File: config.mk
export PLATFORM = sky130hd
export DESIGN_NAME = div_unit
export DESIGN_NICKNAME = d
export VERILOG_FILES = /design/src/rtl/div_unit_pkg.sv /design/src/rtl/div_unit_step.sv /design/src/rtl/div_unit.sv
export SDC_FILE = /design/constraint.sdc
export NUM_CORES = 1
export LEC_CHECK = 0
export CAP_MARGIN = 20
export CORE_UTILIZATION = 50
export DETAILED_ROUTE_END_ITERATION = 10
export PLACE_DENSITY = 0.71
export SYNTH_ARGS = -nofsm -noshare
export SYNTH_HDL_FRONTEND = slang
export SYNTH_SLANG_ARGS = --single-unit
File: constraint.sdc
create_clock -name clk -period 4.8 [get_ports clk]
set_input_delay 0.48 -clock clk [delete_from_list [all_inputs] [get_ports clk]]
set_output_delay 0.48 -clock clk [all_outputs]
set_load 0.02 [all_outputs]
File: src/rtl/div_unit_pkg.sv
// Shared definitions for the multi-cycle divider: FSM state encodings,
// ready/start level names and the operand width.
package div_unit_pkg;

    localparam int DivDataW = 32;

    typedef enum logic [1:0] {
        DivFree   = 2'b00,
        DivByZero = 2'b01,
        DivOn     = 2'b10,
        DivEnd    = 2'b11
    } divState_e;

    localparam logic DivResultReady    = 1'b1;
    localparam logic DivResultNotReady = 1'b0;
    localparam logic DivStart          = 1'b1;
    localparam logic DivStop           = 1'b0;

endpackage

File: src/rtl/div_unit_step.sv
// One restoring-division step: trial subtract of the (W+1)-bit shifted partial
// remainder minus the zero-extended divisor. o_borrow is set when the divisor does
// not fit; o_diff is the low W bits of the difference, which is all that survives
// because a successful subtract always leaves a value smaller than the divisor.
module div_step #(
    parameter int W = 32
) (
    input  logic [W:0]   i_minuend,
    input  logic [W:0]   i_subtrahend,
    output logic [W-1:0] o_diff,
    output logic         o_borrow
);

    // Borrow out of the full-width subtract and the retained low bits.
    always_comb begin
        o_borrow = (i_minuend < i_subtrahend);
        o_diff   = i_minuend[W-1:0] - i_subtrahend[W-1:0];
    end

endmodule

File: src/rtl/div_unit.sv
// Multi-cycle signed/unsigned restoring divider for DIV/DIVU.
// result_o = {remainder, quotient}; ready_o is high only in the END state and
// stays there until the requester drops start_i.
module div_unit
    import div_unit_pkg::*;
#(
    parameter int DATA_W = DivDataW
) (
    input  logic                clk,
    input  logic                rst,
    input  logic                signed_div_i,
    input  logic [DATA_W-1:0]   opdata1_i,
    input  logic [DATA_W-1:0]   opdata2_i,
    input  logic                start_i,
    input  logic                annul_i,
    output logic [2*DATA_W-1:0] result_o,
    output logic                ready_o
);

    localparam int CntW = $clog2(DATA_W + 1);
    localparam logic [CntW-1:0] LastCount = CntW'(DATA_W);

    divState_e             r_state,    w_stateNext;
    logic [CntW-1:0]       r_count,    w_countNext;
    logic [DATA_W-1:0]     r_rem,      w_remNext;
    logic [DATA_W-1:0]     r_quot,     w_quotNext;
    logic [DATA_W-1:0]     r_divisor,  w_divisorNext;
    logic                  r_signed,   w_signedNext;
    logic                  r_negA,     w_negANext;
    logic                  r_negB,     w_negBNext;
    logic [2*DATA_W-1:0]   r_result,   w_resultNext;
    logic                  r_ready,    w_readyNext;

    logic [DATA_W:0]       w_shifted;
    logic [DATA_W-1:0]     w_diff;
    logic                  w_borrow;
    logic [DATA_W-1:0]     w_stepRem;
    logic [DATA_W-1:0]     w_stepQuot;
    logic [DATA_W-1:0]     w_absA;
    logic [DATA_W-1:0]     w_absB;
    logic [DATA_W-1:0]     w_fixQuot;
    logic [DATA_W-1:0]     w_fixRem;

    // {rem,quot} shifted left by one; the quotient register doubles as the
    // dividend shift source, so its MSB feeds the partial remainder.
    assign w_shifted = {r_rem, r_quot[DATA_W-1]};

    div_step #(.W(DATA_W)) u_step (
        .i_minuend    (w_shifted),
        .i_subtrahend ({1'b0, r_divisor}),
        .o_diff       (w_diff),
        .o_borrow     (w_borrow)
    );

    // Step result, operand magnitudes and final sign correction.
    always_comb begin
        w_stepRem  = w_borrow ? w_shifted[DATA_W-1:0] : w_diff;
        w_stepQuot = {r_quot[DATA_W-2:0], ~w_borrow};
        w_absA     = (signed_div_i && opdata1_i[DATA_W-1]) ? -opdata1_i : opdata1_i;
        w_absB     = (signed_div_i && opdata2_i[DATA_W-1]) ? -opdata2_i : opdata2_i;
        w_fixQuot  = (r_signed && (r_negA ^ r_negB)) ? -r_quot : r_quot;
        w_fixRem   = (r_signed && r_negA) ? -r_rem : r_rem;
    end

    // Next-state and datapath update; every register holds unless a state acts on it.
    always_comb begin
        w_stateNext   = r_state;
        w_countNext   = r_count;
        w_remNext     = r_rem;
        w_quotNext    = r_quot;
        w_divisorNext = r_divisor;
        w_signedNext  = r_signed;
        w_negANext    = r_negA;
        w_negBNext    = r_negB;
        w_resultNext  = r_result;
        w_readyNext   = r_ready;

        case (r_state)
            DivFree: begin
                w_resultNext = '0;
                w_readyNext  = DivResultNotReady;
                if (start_i == DivStart && !annul_i) begin
                    if (opdata2_i == '0) begin
                        w_stateNext = DivByZero;
                    end else begin
                        w_stateNext   = DivOn;
                        w_countNext   = '0;
                        w_remNext     = '0;
                        w_quotNext    = w_absA;
                        w_divisorNext = w_absB;
                        w_signedNext  = signed_div_i;
                        w_negANext    = opdata1_i[DATA_W-1];
                        w_negBNext    = opdata2_i[DATA_W-1];
                    end
                end
            end

            DivByZero: begin
                w_stateNext  = DivEnd;
                w_resultNext = '0;
                w_readyNext  = DivResultReady;
            end

            DivOn: begin
                if (annul_i) begin
                    w_stateNext  = DivFree;
                    w_resultNext = '0;
                    w_readyNext  = DivResultNotReady;
                end else if (r_count == LastCount) begin
                    w_stateNext  = DivEnd;
                    w_resultNext = {w_fixRem, w_fixQuot};
                    w_readyNext  = DivResultReady;
                end else begin
                    w_remNext   = w_stepRem;
                    w_quotNext  = w_stepQuot;
                    w_countNext = r_count + 1'b1;
                end
            end

            DivEnd: begin
                if (start_i == DivStop) begin
                    w_stateNext  = DivFree;
                    w_resultNext = '0;
                    w_readyNext  = DivResultNotReady;
                end
            end

            default: begin
                w_stateNext  = DivFree;
                w_resultNext = '0;
                w_readyNext  = DivResultNotReady;
            end
        endcase
    end

    // State and datapath registers; reset overrides everything, even mid-division.
    always_ff @(posedge clk) begin
        if (rst) begin
            r_state   <= DivFree;
            r_count   <= '0;
            r_rem     <= '0;
            r_quot    <= '0;
            r_divisor <= '0;
            r_signed  <= 1'b0;
            r_negA    <= 1'b0;
            r_negB    <= 1'b0;
            r_result  <= '0;
            r_ready   <= DivResultNotReady;
        end else begin
            r_state   <= w_stateNext;
            r_count   <= w_countNext;
            r_rem     <= w_remNext;
            r_quot    <= w_quotNext;
            r_divisor <= w_divisorNext;
            r_signed  <= w_signedNext;
            r_negA    <= w_negANext;
            r_negB    <= w_negBNext;
            r_result  <= w_resultNext;
            r_ready   <= w_readyNext;
        end
    end

    assign result_o = r_result;
    assign ready_o  = r_ready;

endmodule
### After elaboration in Yosys (flattened, before gate mapping)

Index checks and enable logic that the tools add are counted.

| cells by class | value |
|---|---|
| magnitude comparators | 1 |
| reduce and logical (&&, ||, !) cells | 14 |
| equality and inequality tests | 10 |
| bitwise operators | 3 |
| $add $sub $neg | 6 |
| muxes and demuxes | 34 |

Operator list:

| operator | count |
|---|---|
| $mux W32 | 13 |
| $mux W64 | 3 |
| $pmux W64 S3 | 1 |
| $neg A32 Y32 | 4 |
| $pmux W32 S2 | 2 |
| $lt A33 B32 Y1 | 1 |
| $logic_not A32 Y1 | 1 |
| $sub A32 B32 Y32 | 1 |
| $mux W6 | 4 |
| $pmux W6 S2 | 1 |
| $mux W2 | 5 |
| $ne A2 B2 Y1 const B | 5 |
| $pmux W2 S4 | 1 |
| $add A6 B1 Y6 const B | 1 |
| $eq A6 B6 Y1 const B | 1 |
| $reduce_and A3 Y1 | 2 |
| $logic_and A1 B1 Y1 | 5 |
| $reduce_and A5 Y1 | 1 |
| $eq A2 B2 Y1 const B | 2 |
| $pmux W1 S4 | 1 |
| $mux W1 | 3 |
| $ne A3 B3 Y1 const B | 1 |
| $eq A2 B1 Y1 const B | 1 |
| $logic_not A2 Y1 | 1 |
| 6 further kinds | 7 |

| word-level totals | value |
|---|---|
| register bits | 172 |
| word-level logic and storage cells | 78 |
| input port bits | 69 |

### Longest topological paths before layout

| depth | value |
|---|---|
| depth after elaboration | 6 |
| depth in mapped cells | 12 |

### Cells and area by module

A second synthesis with hierarchy kept.

| unflattened totals | value |
|---|---|
| cells, all modules | 1465 |
| area total of the unflattened synthesis | 11335.9 um^2 |

By module, submodules not included:

| module | instances | cells each | area an instance (um^2) |
|---|---|---|---|
| div_unit | 1 | 1190 | 9456.6 |
| div_step | 1 | 275 | 1879.3 |

### Worst setup path after synthesis

No wires, ideal clock.

| timing path | value |
|---|---|
| path type | flip-flop to flip-flop |
| start point | register r_rem[25] |
| end point | register r_rem[14] |
| buffers on the path | 3 |
| arrival | 2.618 ns |
| data required time | 4.664 ns |
| setup slack | 2.046 ns |
| cell stages (with the launch flop) | 12 |
| path through | dfxtp_1 > ha_1 > clkbuf_1 > and3_1 > clkbuf_1 > and3_1 > a221oi_1 > o22ai_1 > a21o_1 > nor2_1 > buf_2 > o311ai_1 |

| between the ends | value |
|---|---|
| longest elaborated chain between the ends | 5 |

Ends and longest elaborated chain:

| what | line | source |
|---|---|---|
| start, declared | div_unit.sv:25 | `logic [DATA_W-1:0] r_rem, w_remNext;` |
| start signal, assigned | div_unit.sv:152 | `r_rem <= w_remNext;` |
| $lt A33 B32 Y1 | div_unit_step.sv:16 | `o_borrow = (i_minuend < i_subtrahend);` |
| $mux W32 | div_unit.sv:57 | `w_stepRem = w_borrow ? w_shifted[DATA_W-1:0] : w_diff;` |
| $mux W32 | div_unit.sv:109 | `end else if (r_count == LastCount) begin` |
| $mux W32 | div_unit.sv:105 | `if (annul_i) begin` |
| $pmux W32 S2 | div_unit.sv:78 | `case (r_state)` |

No other way between the ends. The select of a mux whose other input is x is not followed.
A chain may end at the register's enable or synchronous reset.

### Worst setup path in the final report

| timing path | value |
|---|---|
| start point | register r_state[0] |
| end point | register r_rem[26] |

| between the ends | value |
|---|---|
| longest elaborated chain between the ends | 3 |
| elaborated cells between the ends (all ways) | 9 |

Ends and longest elaborated chain:

| what | line | source |
|---|---|---|
| start, declared | div_unit.sv:23 | `divState_e r_state, w_stateNext;` |
| start signal, assigned | div_unit.sv:139 | `r_state <= DivFree;` |
| start signal, assigned | div_unit.sv:150 | `r_state <= w_stateNext;` |
| $eq A2 B2 Y1 or $logic_not A2 Y1 (tied branches) | div_unit.sv:78 |  |
| $ne A2 B2 Y1 (no source line) or $reduce_bool A2 Y1 (tied branches) | -- |  |
| $reduce_and A5 Y1 (no source line) | -- |  |

Parallel ways exist; a longest one is shown, timed or not.

==> run metrics <==
Power, Total 5374 uW; grt total ovfl 0; required time worst endpoint 5180 ps; final hold vios 0; pwr dens 405.9 nW/um^2; die area 22990 um^2; Slew headroom 0.3858; H-tree lvl count 4; CP Launch Type flop; CP Data Arrival Time 3950 ps; Max FO, Critical Path 63; Final Wtd Congestion 0.9156; initial core utilization 0.5113; fmax 280.8 MHz; Sink Count 172; I/O Pins 134; HPWL after DPL 23610 um; global router's overall resource usage 0.2756; Post-Syn Area 11190 um^2; DRT antenna net count 0; clk buf depth 2; final instance area 13240 um^2; share of cells above drive strength 1 0.04845; Layout Nets 1648; Setup Fix Bufs, Post-CTS 0; Vias 10890; total wire length 31430 um; asr flop ratio synth 0; Synth-to-Final Area Change 18.28%; Ys Warns 0; leakage dissipation 0.004976 uW; antenna cells 0; most numerous cell on the critical path buf_4; Tightest Pin Transition 920.3 ps; Post-Synthesis Net Count 1564; # setup viols final 0; DP Area 12650 um^2; Synth top area share 0.3077; Worst Setup End Kind flop; post-layout min period 3562 ps; DRC viols 0; global-route wire length before repair 49920 um; Setup CP Type reg -> reg; commonest non-fill, non-tap cells in the layout nor2_1 (180), dfxtp_1 (172), nand2_1 (160), clkdlybuf4s50_1 (132), a21oi_1 (107); number of global-route vias before repair 9535; TNS Setup 0 ps; Clk Latency, worst-skew pair 440 ps; vias per cell 5.957; Mapped Cells 1451; Hold/Removal Path Class reg -> reg; die height 151.6 um; largest net degree at the start of global routing 64; CTS Buf Count 17; Pins Over Slew Limit 0; CTS root buffer clkbuf_16; cts hold-fix bufs 0; Die W 151.6 um; status finished clean; sequential fraction of the synthesis area 0.3077; DRT Pass-1 Iters 5; post-layout util 0.6047; Avg Cell Area, Syn 7.713 um^2; Critical-path top delay cell and3b_1; clock-pin slew on the worst setup and hold paths 70 ps; RSZ-0062 raised after global routing false; cell row count 54; top_reg_cell synth dfxtp_1; FF+latch count, synth 172; CTS-repair resized insts 0; Starting DRT DRC Count 1057; initial antenna violation count 0; top cells by area, synth dfxtp_1 (31%), nor2_1 (6.1%), xnor2_1 (6.0%); max cap viols 0; Yosys cell types 78; CTS tree done; IO buf count 133; Post-synth EDFFs 0; skew final 10.93 ps; CP cell instances inv_1 -> ha_2 -> buf_4 -> nand2b_1 -> a21oi_1 -> and3b_1 -> buf_4 -> nand2_1 -> o31ai_1 -> a31o_1; period utilization 0.7421; Synth area leader dfxtp_1; commonest non-fill, non-tap cell in the layout nor2_1; Core ar. 21890 um^2; maximum VDD drop 0.0002579 V; DR WL/cell 17.19 um; Max stage delay on crit path 720 ps
-- area by class of cell --
type	count	area [um^2]
clock buffer	22	484.2
tap	280	350.3
sequential	172	3443
multi-input combinational	1139	7199
inverter	57	214.0
clock inverter	10	105.1
timing repair buffer	148	1441
fill	1992	8653
-- per-layer routing --
layer,global-route usage,share of wire,vias to the layer above
li1,-,-,5370
met1,0.4149,0.49,5085
met2,0.4016,0.42,405
met3,0.05689,0.082,30
met4,0.05149,0.010,0
met5,0,0,-
-- critical path, delay by kind of cell (launching register included) --
family          cells  cell delay [ps]
flops               1              340
simple gates        3             1140
compound gates      3              970
fa+ha+maj           1              180
buf+inv             3              880
-- through the flow --
stage | setup WS [ps] | instances | hold WS, ps
3_3_place_gp | 1094 | 1796 | 438.2
6_report | 1238 | 1828 | 450.1
4_1_cts | 1358 | 1828 | 451.7
2_1_floorplan | 2046 | 1451 | 431.9
5_1_grt | 979.1 | 1828 | 470.3
3_5_place_dp | 999.3 | 1796 | 442.4
-- final timing paths --
path	startpoint	to	slack, ps	cells after the start
setup reg to reg	r_state[0]	r_rem[26]	1240	10
hold reg to reg	result_o[58]	result_o[58]	450	2
hold / removal	result_o[58]	result_o[58]	450	2
setup / recovery	r_state[0]	r_rem[26]	1240	10
-- registers in the layout (all words and copies together) (netlist names) --
register and cells:
r_count 6, r_divisor 32, r_negA 1, r_negB 1
r_quot 32, r_rem 32, r_signed 1, r_state 2
ready_o 1, result_o 64
-- cells by family (layout without fill, tap and decap cells) --
logic type / Yosys count / count (layout) / synth area share
buffers and inverters: 140 / 237 / 0.05053
xor gates and xnor gates: 147 / 147 / 0.1150
muxes: 24 / 24 / 0.02158
AOI/OAI and AO/OA: 405 / 405 / 0.2380
and+or+nand+nor: 519 / 519 / 0.2173
adders and majority gates: 44 / 44 / 0.04986
DFF: 172 / 172 / 0.3077
-- cell usage after synthesis (all sizes together) (4+ instances only) --
library cell / number
nor2b: 4
inv: 57
o21ai: 85
or2: 4
or3: 16
nor3b: 4
and2: 12
or4: 11
xor2: 70
a22oi: 41
nor4: 20
nand3: 27
o311ai: 13
a211oi: 32
buf: 23
o31ai: 30
nand4: 20
o211ai: 20
clkbuf: 60
mux2i: 23
nand2: 160
xnor2: 77
a31o: 4
a21oi: 108
o41ai: 9
a31oi: 8
nor2: 182
and3: 11
ha: 43
nor3: 28
nand2b: 7
o21bai: 4
dfxtp: 172
a21o: 15
o21a: 5
-- report_power, final --
part | total [uW] | internal [uW] | switching [uW]
clock network | 1390 | 779 | 611
registers | 1810 | 1590 | 222
logic | 2170 | 800 | 1370
total | 5370 | 3170 | 2200
Note: power is estimated with default switching activity, not from simulation.
